## src/rtl/count_sequencer_pkg.sv

```systemverilog
// Shared types and defaults for the count_sequencer phase sequencer.
package seq_pkg;

  typedef enum logic [1:0] {
    READY = 2'd0,
    RUN   = 2'd1,
    BRAKE = 2'd2,
    STOP  = 2'd3
  } seq_state_t;

  localparam int DEF_WIDTH     = 8;
  localparam int DEF_STOP_HOLD = 4;

endpackage

```

## src/rtl/count_sequencer_if.sv

```systemverilog
// Command/status bundle for count_sequencer. Optional pause input under SEQ_PAUSE_EN.
interface count_sequencer_if
  import seq_pkg::*;
#(
  parameter int WIDTH = DEF_WIDTH
) ();

  // Level-sampled control: start is taken only on a READY cycle and abort
  // only in RUN/BRAKE. There is no valid/ready handshake and no queuing.
  logic             start;
  logic             abort;
  logic [WIDTH-1:0] run_len;
  logic [WIDTH-1:0] brake_len;
`ifdef SEQ_PAUSE_EN
  logic             pause;
`endif
  logic [WIDTH-1:0] count;
  logic             ready;
  logic             run;
  logic             brake;
  logic             stop;
  logic             busy;
  logic             done;
  seq_state_t       state_dbg;

  modport master (
    output start, abort, run_len, brake_len,
`ifdef SEQ_PAUSE_EN
    output pause,
`endif
    input  count, ready, run, brake, stop, busy, done, state_dbg
  );

  modport slave (
    input  start, abort, run_len, brake_len,
`ifdef SEQ_PAUSE_EN
    input  pause,
`endif
    output count, ready, run, brake, stop, busy, done, state_dbg
  );

endinterface

```

## src/rtl/count_sequencer_phase_timer.sv

```systemverilog
// Per-phase cycle counter with clear, enable and a terminal-compare flag.
module phase_timer #(
  parameter int WIDTH = 8
) (
  input  logic             clk,
  input  logic             reset,
  input  logic             clr,
  input  logic             en,
  input  logic [WIDTH-1:0] term,
  output logic [WIDTH-1:0] count,
  output logic             last
);

  always_ff @(posedge clk) begin
    if (!reset) begin
      count <= '0;
    end else if (clr) begin
      count <= '0;
    end else if (en) begin
      count <= count + WIDTH'(1);
    end
  end

  assign last = (count == term);

endmodule

```

## src/rtl/count_sequencer.sv

```systemverilog
// READY -> RUN -> BRAKE -> STOP sequencer with latched lengths and abort.
// Build with SEQ_PAUSE_EN defined to add the pause input.
module count_sequencer
  import seq_pkg::*;
#(
  parameter int WIDTH     = DEF_WIDTH,
  parameter int STOP_HOLD = DEF_STOP_HOLD
) (
  input logic              clk,
  input logic              reset,
  count_sequencer_if.slave bus
);

  localparam logic [WIDTH-1:0] STOP_TERM = WIDTH'(STOP_HOLD - 1);

  seq_state_t       state, state_next;
  logic [WIDTH-1:0] run_q, brake_q, term, count;
  logic             last, clr, en, freeze;

`ifdef SEQ_PAUSE_EN
  // abort still wins over pause, so freezing is only for a non-aborting cycle
  assign freeze = bus.pause && !bus.abort && (state == RUN || state == BRAKE);
`else
  assign freeze = 1'b0;
`endif

  always_ff @(posedge clk) begin
    if (!reset) begin
      state <= READY;
    end else begin
      state <= state_next;
    end
  end

  always_ff @(posedge clk) begin
    if (!reset) begin
      run_q   <= '0;
      brake_q <= '0;
    end else if (state == READY && bus.start) begin
      run_q   <= bus.run_len;
      brake_q <= bus.brake_len;
    end
  end

  always_comb begin
    state_next = state;
    case (state)
      READY: if (bus.start) begin
        if (bus.run_len != '0)        state_next = RUN;
        else if (bus.brake_len != '0) state_next = BRAKE;
        else                          state_next = STOP;
      end
      RUN:   if (bus.abort || (last && !freeze))
               state_next = (brake_q != '0) ? BRAKE : STOP;
      BRAKE: if (bus.abort || (last && !freeze)) state_next = STOP;
      STOP:  if (last) state_next = READY;
      default: state_next = READY;
    endcase
  end

  // Terminal count per phase; RUN/BRAKE are only entered with a nonzero length.
  always_comb begin
    term = '0;
    case (state)
      RUN:     term = run_q - WIDTH'(1);
      BRAKE:   term = brake_q - WIDTH'(1);
      STOP:    term = STOP_TERM;
      default: term = '0;
    endcase
  end

  assign clr = (state_next != state);
  assign en  = (state != READY) && !freeze;

  phase_timer #(.WIDTH(WIDTH)) u_timer (
    .clk   (clk),
    .reset (reset),
    .clr   (clr),
    .en    (en),
    .term  (term),
    .count (count),
    .last  (last)
  );

  always_comb begin
    bus.ready     = 1'b0;
    bus.run       = 1'b0;
    bus.brake     = 1'b0;
    bus.stop      = 1'b0;
    bus.busy      = 1'b0;
    bus.done      = 1'b0;
    bus.count     = count;
    bus.state_dbg = state;
    case (state)
      READY:   bus.ready = 1'b1;
      RUN:     bus.run   = 1'b1;
      BRAKE:   bus.brake = 1'b1;
      STOP:    bus.stop  = 1'b1;
      default: bus.ready = 1'b0;
    endcase
    bus.busy = (state != READY);
    bus.done = (state == STOP) && last;
  end

endmodule
```

## src/flat_wrapper.sv

```systemverilog
// flat-port wrapper written by rule: the top's interface ports become plain ports
module count_sequencer_flat import seq_pkg::*;
#(
  parameter int WIDTH     = DEF_WIDTH,
  parameter int STOP_HOLD = DEF_STOP_HOLD
)
  (clk, reset, bus_start, bus_abort, bus_run_len, bus_brake_len, bus_count, bus_ready, bus_run, bus_brake, bus_stop, bus_busy, bus_done, bus_state_dbg);
  count_sequencer_if #(.WIDTH(WIDTH)) bus_i ();
  input logic clk;
  input logic reset;
  input wire logic [$bits(bus_i.start)-1:0] bus_start;
  input wire logic [$bits(bus_i.abort)-1:0] bus_abort;
  input wire logic [$bits(bus_i.run_len)-1:0] bus_run_len;
  input wire logic [$bits(bus_i.brake_len)-1:0] bus_brake_len;
  output wire logic [$bits(bus_i.count)-1:0] bus_count;
  output wire logic [$bits(bus_i.ready)-1:0] bus_ready;
  output wire logic [$bits(bus_i.run)-1:0] bus_run;
  output wire logic [$bits(bus_i.brake)-1:0] bus_brake;
  output wire logic [$bits(bus_i.stop)-1:0] bus_stop;
  output wire logic [$bits(bus_i.busy)-1:0] bus_busy;
  output wire logic [$bits(bus_i.done)-1:0] bus_done;
  output wire logic [$bits(bus_i.state_dbg)-1:0] bus_state_dbg;
  assign bus_i.start = bus_start;
  assign bus_i.abort = bus_abort;
  assign bus_i.run_len = bus_run_len;
  assign bus_i.brake_len = bus_brake_len;
  assign bus_count = bus_i.count;
  assign bus_ready = bus_i.ready;
  assign bus_run = bus_i.run;
  assign bus_brake = bus_i.brake;
  assign bus_stop = bus_i.stop;
  assign bus_busy = bus_i.busy;
  assign bus_done = bus_i.done;
  assign bus_state_dbg = bus_i.state_dbg;
  count_sequencer #(.WIDTH(WIDTH), .STOP_HOLD(STOP_HOLD)) u_core (.clk(clk), .reset(reset), .bus(bus_i));
endmodule
```

## config.mk

```make
export PLATFORM = sky130hd
export DESIGN_NAME = count_sequencer_flat
export DESIGN_NICKNAME = d
export VERILOG_FILES = /design/src/rtl/count_sequencer_pkg.sv /design/src/rtl/count_sequencer_if.sv /design/src/rtl/count_sequencer_phase_timer.sv /design/src/rtl/count_sequencer.sv /design/src/flat_wrapper.sv
export SDC_FILE = /design/constraint.sdc
export NUM_CORES = 1
export LEC_CHECK = 0
export BUFFER_PORTS_ARGS = -buffer_cell sky130_fd_sc_hd__clkbuf_2
export CAP_MARGIN = 5
export CORE_MARGIN = 4
export CORE_UTILIZATION = 46
export DETAILED_ROUTE_END_ITERATION = 16
export PLACE_DENSITY_LB_ADDON = 0.12
export SETUP_SLACK_MARGIN = 0.02
export SYNTH_ARGS = -nofsm -noshare
export SYNTH_HDL_FRONTEND = slang
export SYNTH_SLANG_ARGS = --single-unit
```

## constraint.sdc

```tcl
create_clock -name clk -period 3.8 [get_ports clk]
set_input_delay 0.38 -clock clk [delete_from_list [all_inputs] [get_ports clk]]
set_output_delay 0.38 -clock clk [all_outputs]
set_load 0.01 [all_outputs]
```

==> impl_summary.md <==
Global route
The remaining global-route overflow is 0. Global routing consumed, over all layers together, 18.01% of the routing resources. The number of antenna violations at the first check in global routing was 0.

The first global-routing pass estimated 7.548 mm of wire. Entering global routing, the biggest net connects 20 pins. The via count of the first global-routing pass is 1577.

Detailed routing
The first detailed-routing pass took 4 iterations. The average detailed-routed wire length per instance is 14.47 um. The count of unresolved DRC violations after routing is 0. The first routing iteration left 171 violations. The detail route stage leaves a number of antenna-violating nets equal to 0. Using the TritonRoute via totals, the vias-per-cell ratio works out to 5.562. The final route contains 1741 vias. Wires add up to 4.529 mm.

Timing
The number of setup violations in the final report is 0. Of the available clock period, the critical path in the final layout requires 94.69%. Setup slack closes at 0.2016 ns. The achievable clock frequency is 277.9 MHz. The final setup TNS is 0 ns.

On the final layout, the worst clock skew is 0.004325 ns. For the pin with the worst max-slew slack, the measured transition is 0.6028 ns. The final hold slack is 0.3341 ns. The number of hold violations in the final report came to 0.

The final number of max-transition violations was 0. Setup repair after global routing left no endpoint under its margin. In this run the tightest slew margin relative to its limit is 59.82%.

The clock period minus worst slack is 3.598 ns.

Logic synthesis
Each instance of the synthesized netlist takes up on average 8.062 um^2. The share of the Yosys chip area taken by registers is 28.07%. The count of different cell masters after synthesis is 49. Synthesis inferred 26 register bits.

The area share of the largest cell type after synthesis is 28.07%. After synthesis the cells add up to 0.001854 mm^2. The number of synthesized flops with an enable pin is 0. The share of synthesized registers carrying an async set or reset is 0%. Sorting the synthesized cells by area gives the leading types as sky130_fd_sc_hd__dfxtp_1 (28%), sky130_fd_sc_hd__nand2_1 (8.3%), sky130_fd_sc_hd__a21boi_0 (6.5%). Synthesis produced a netlist with a net count of 256.

The number of instances in the synthesized netlist is 230. The warning count from the yosys run is 0. The dominant synthesized flop cell is sky130_fd_sc_hd__dfxtp_1.

The cell taking the most area after synthesis is sky130_fd_sc_hd__dfxtp_1.

Final layout
The final non-filler cell total is 313. The number of nets in the layout is 292. From synthesis to final layout, the design area changed by 18.15%. The number of inserted diodes is 0. The number of fillers in the final layout is 356. In the final layout, the share of cells above drive strength 1 is 21.51%.

Worst setup path
STA puts the critical path data required time at 3.42 ns. The worst setup path is captured at an output port. For the worst setup path, the data arrival time is 3.22 ns. The worst setup path is launched from a register. The worst setup path is of the reg2out kind. The largest driver fanout on the critical path is 4.

Placement
The total half-perimeter wirelength after legalization and detailed placement is 3.545 mm. The weighted congestion at the end of routability-driven global placement is 0.8568. The number of buffers added on ports is 35. The worst-case setup slack after placement is 0.2432 ns.

Counting tap cells, the placed design contains a total of 309 instances.

CTS
CTS built an H-tree with a depth of 1. The CTS tree is yes. The clock net in this run drives a total of 26 sinks.

The later pin in the worst-skew pair is clocked with a latency of 0.27 ns. The total CTS buffers is 3. The clock passes through at most 2 buffers. The clock transition at the registers of the reported paths is 0.10 ns. The root buffer cell chosen for the clock tree is sky130_fd_sc_hd__clkbuf_8.

Hold path
The min-delay analysis places its worst path in the category in2reg.

Run
The number of max-capacitance violations reported is 0.

Die
The die outline height is 71.49 um. The area of the core is 0.003771 mm^2. The number of I/O pins is 36.

The number of cell rows is 22. For this configuration, the core starts out at a cell density of 49.17%. From left edge to right edge, the die measures 71.49 um. The die covers 0.005111 mm^2.

Run status
The flow ran to the end, and the final reports show no timing, DRC or antenna violations.

Power and ir drop
In this run the power density over the cells is 771.9 mW/mm^2. Across the VDD grid, the largest voltage drop is 0.3490 mV. In this run the static leakage power is 0.8346 nW.
[placed cells by master (no fill, tap or decap), drive strengths merged, types with 2 or more instances in the layout]
| master | count |
|---|---|
| a211oi | 2 |
| a21boi | 16 |
| a21oi | 12 |
| a31oi | 2 |
| and2 | 2 |
| and4 | 3 |
| buf | 4 |
| clkbuf | 38 |
| dfxtp | 26 |
| ha | 6 |
| inv | 8 |
| mux2i | 8 |
| nand2 | 41 |
| nand3 | 3 |
| nand4 | 4 |
| nand4b | 2 |
| nor2 | 10 |
| nor2b | 4 |
| nor3 | 18 |
| nor3b | 3 |
| nor4 | 3 |
| o211ai | 3 |
| o21ai | 7 |
| o31a | 2 |
| or3 | 2 |
| or4 | 4 |
| xnor2 | 10 |
| xor2 | 7 |
[report_power, final]
group,internal [mW],switching [mW],total (mW),leakage (nW)
clock network,0.141,0.0920,0.233,0.0357
registers,0.317,0.0554,0.372,0.212
logic,0.454,0.632,1.09,0.587
[state kept, by name (all words and copies together) (netlist names)]
name / flops
u_core.brake_q: 8
u_core.bus.state_dbg: 2
u_core.u_timer.count: 8
u_core.run_q: 8
[metal layers]
| layer | track usage (%) | wire length [um] | vias to the layer above |
|---|---|---|---|
| met5 | 0 | 0 | - |
| met2 | 28.98 | 2115 | 48 |
| li1 | - | - | 910 |
| met1 | 25.49 | 2144 | 781 |
| met3 | 2.525 | 242 | 2 |
| met4 | 3.967 | 27 | 0 |
[area by class of cell]
type / instances / area (um^2) / share of cell area (%)
tap: 48 / 60.06 / 2.741
multi-input combinational: 188 / 1304 / 59.51
sequential: 26 / 520.5 / 23.76
clock buffer: 3 / 41.29 / 1.885
inverter: 8 / 30.03 / 1.371
timing repair buffer: 39 / 205.2 / 9.366
clock inverter: 1 / 30.03 / 1.371
[synthesized netlist by cell type, types with 2 or more instances]
cell / n
sky130_fd_sc_hd__a21boi_0: 16
sky130_fd_sc_hd__clkbuf_1: 4
sky130_fd_sc_hd__nor3b_1: 3
sky130_fd_sc_hd__buf_2: 2
sky130_fd_sc_hd__or4_1: 2
sky130_fd_sc_hd__o21ai_0: 7
sky130_fd_sc_hd__nor2_1: 10
sky130_fd_sc_hd__nand2_1: 41
sky130_fd_sc_hd__mux2i_1: 8
sky130_fd_sc_hd__nor3_1: 17
sky130_fd_sc_hd__o211ai_1: 3
sky130_fd_sc_hd__nand4b_1: 2
sky130_fd_sc_hd__nand3_1: 3
sky130_fd_sc_hd__and2_1: 2
sky130_fd_sc_hd__o31a_1: 2
sky130_fd_sc_hd__nor4_1: 3
sky130_fd_sc_hd__nor2b_1: 4
sky130_fd_sc_hd__a211oi_1: 2
sky130_fd_sc_hd__or4_4: 2
sky130_fd_sc_hd__a21oi_1: 11
sky130_fd_sc_hd__and4_1: 2
sky130_fd_sc_hd__a31oi_1: 2
sky130_fd_sc_hd__dfxtp_1: 26
sky130_fd_sc_hd__nand4_1: 4
sky130_fd_sc_hd__xnor2_1: 10
sky130_fd_sc_hd__ha_1: 6
sky130_fd_sc_hd__inv_1: 8
sky130_fd_sc_hd__xor2_1: 7
[worst paths after layout]
check                                  to               startpoint  slack (ns)  cells past startpoint
setup / recovery                 bus_done  u_core.bus.state_dbg[0]        0.20                     12
hold / removal          u_core.brake_q[6]         bus_brake_len[6]        0.33                      3
setup reg to reg  u_core.u_timer.count[2]  u_core.bus.state_dbg[0]        0.36                     12
hold reg to reg           u_core.run_q[7]          u_core.run_q[7]        0.49                      2
[stage by stage]
step	utilization, %	area [um^2]	total power [mW]
floorplan	-	1859	1.178
global placement	55.31	2086	1.402
detailed placement	55.31	2086	1.406
CTS	57.43	2166	1.651
global route	58.10	2191	1.823
finish	58.10	2191	1.691
[cell families (layout without fill, tap and decap cells)]
family | after synthesis | after routing | share of synthesized area, %
compound gates | 54 | 54 | 21.53
xor+xnor | 18 | 18 | 9.447
fa+ha+maj | 6 | 6 | 4.048
buf+inv | 16 | 51 | 3.576
flops | 26 | 26 | 28.07
mux | 8 | 8 | 4.319
simple gates | 102 | 102 | 29.02
[worst max-delay path, stage by stage (launching register included)]
cell	delay (ns)
sky130_fd_sc_hd__dfxtp_1	0.33
sky130_fd_sc_hd__inv_2	0.09
sky130_fd_sc_hd__ha_4	0.18
sky130_fd_sc_hd__mux2i_4	0.25
sky130_fd_sc_hd__ha_1	0.28
sky130_fd_sc_hd__nor2b_1	0.14
sky130_fd_sc_hd__or4b_1	0.44
sky130_fd_sc_hd__a21oi_1	0.16
sky130_fd_sc_hd__a211oi_1	0.06
sky130_fd_sc_hd__or4_4	0.52
sky130_fd_sc_hd__nor3_4	0.23
sky130_fd_sc_hd__and2_1	0.14
sky130_fd_sc_hd__clkbuf_2	0.12
[timing repair]
| item | in CTS | in global routing |
|---|---|---|
| gates cloned | 0 | 0 |
| gates resized for setup | 2 | 4 |
| endpoints found under the hold margin | 0 | 0 |
| hold buffers | 0 | 0 |
| setup endpoints to repair | 1 | 1 |
| setup buffers | 0 | 0 |
Note: power is estimated with default switching activity, not from simulation.
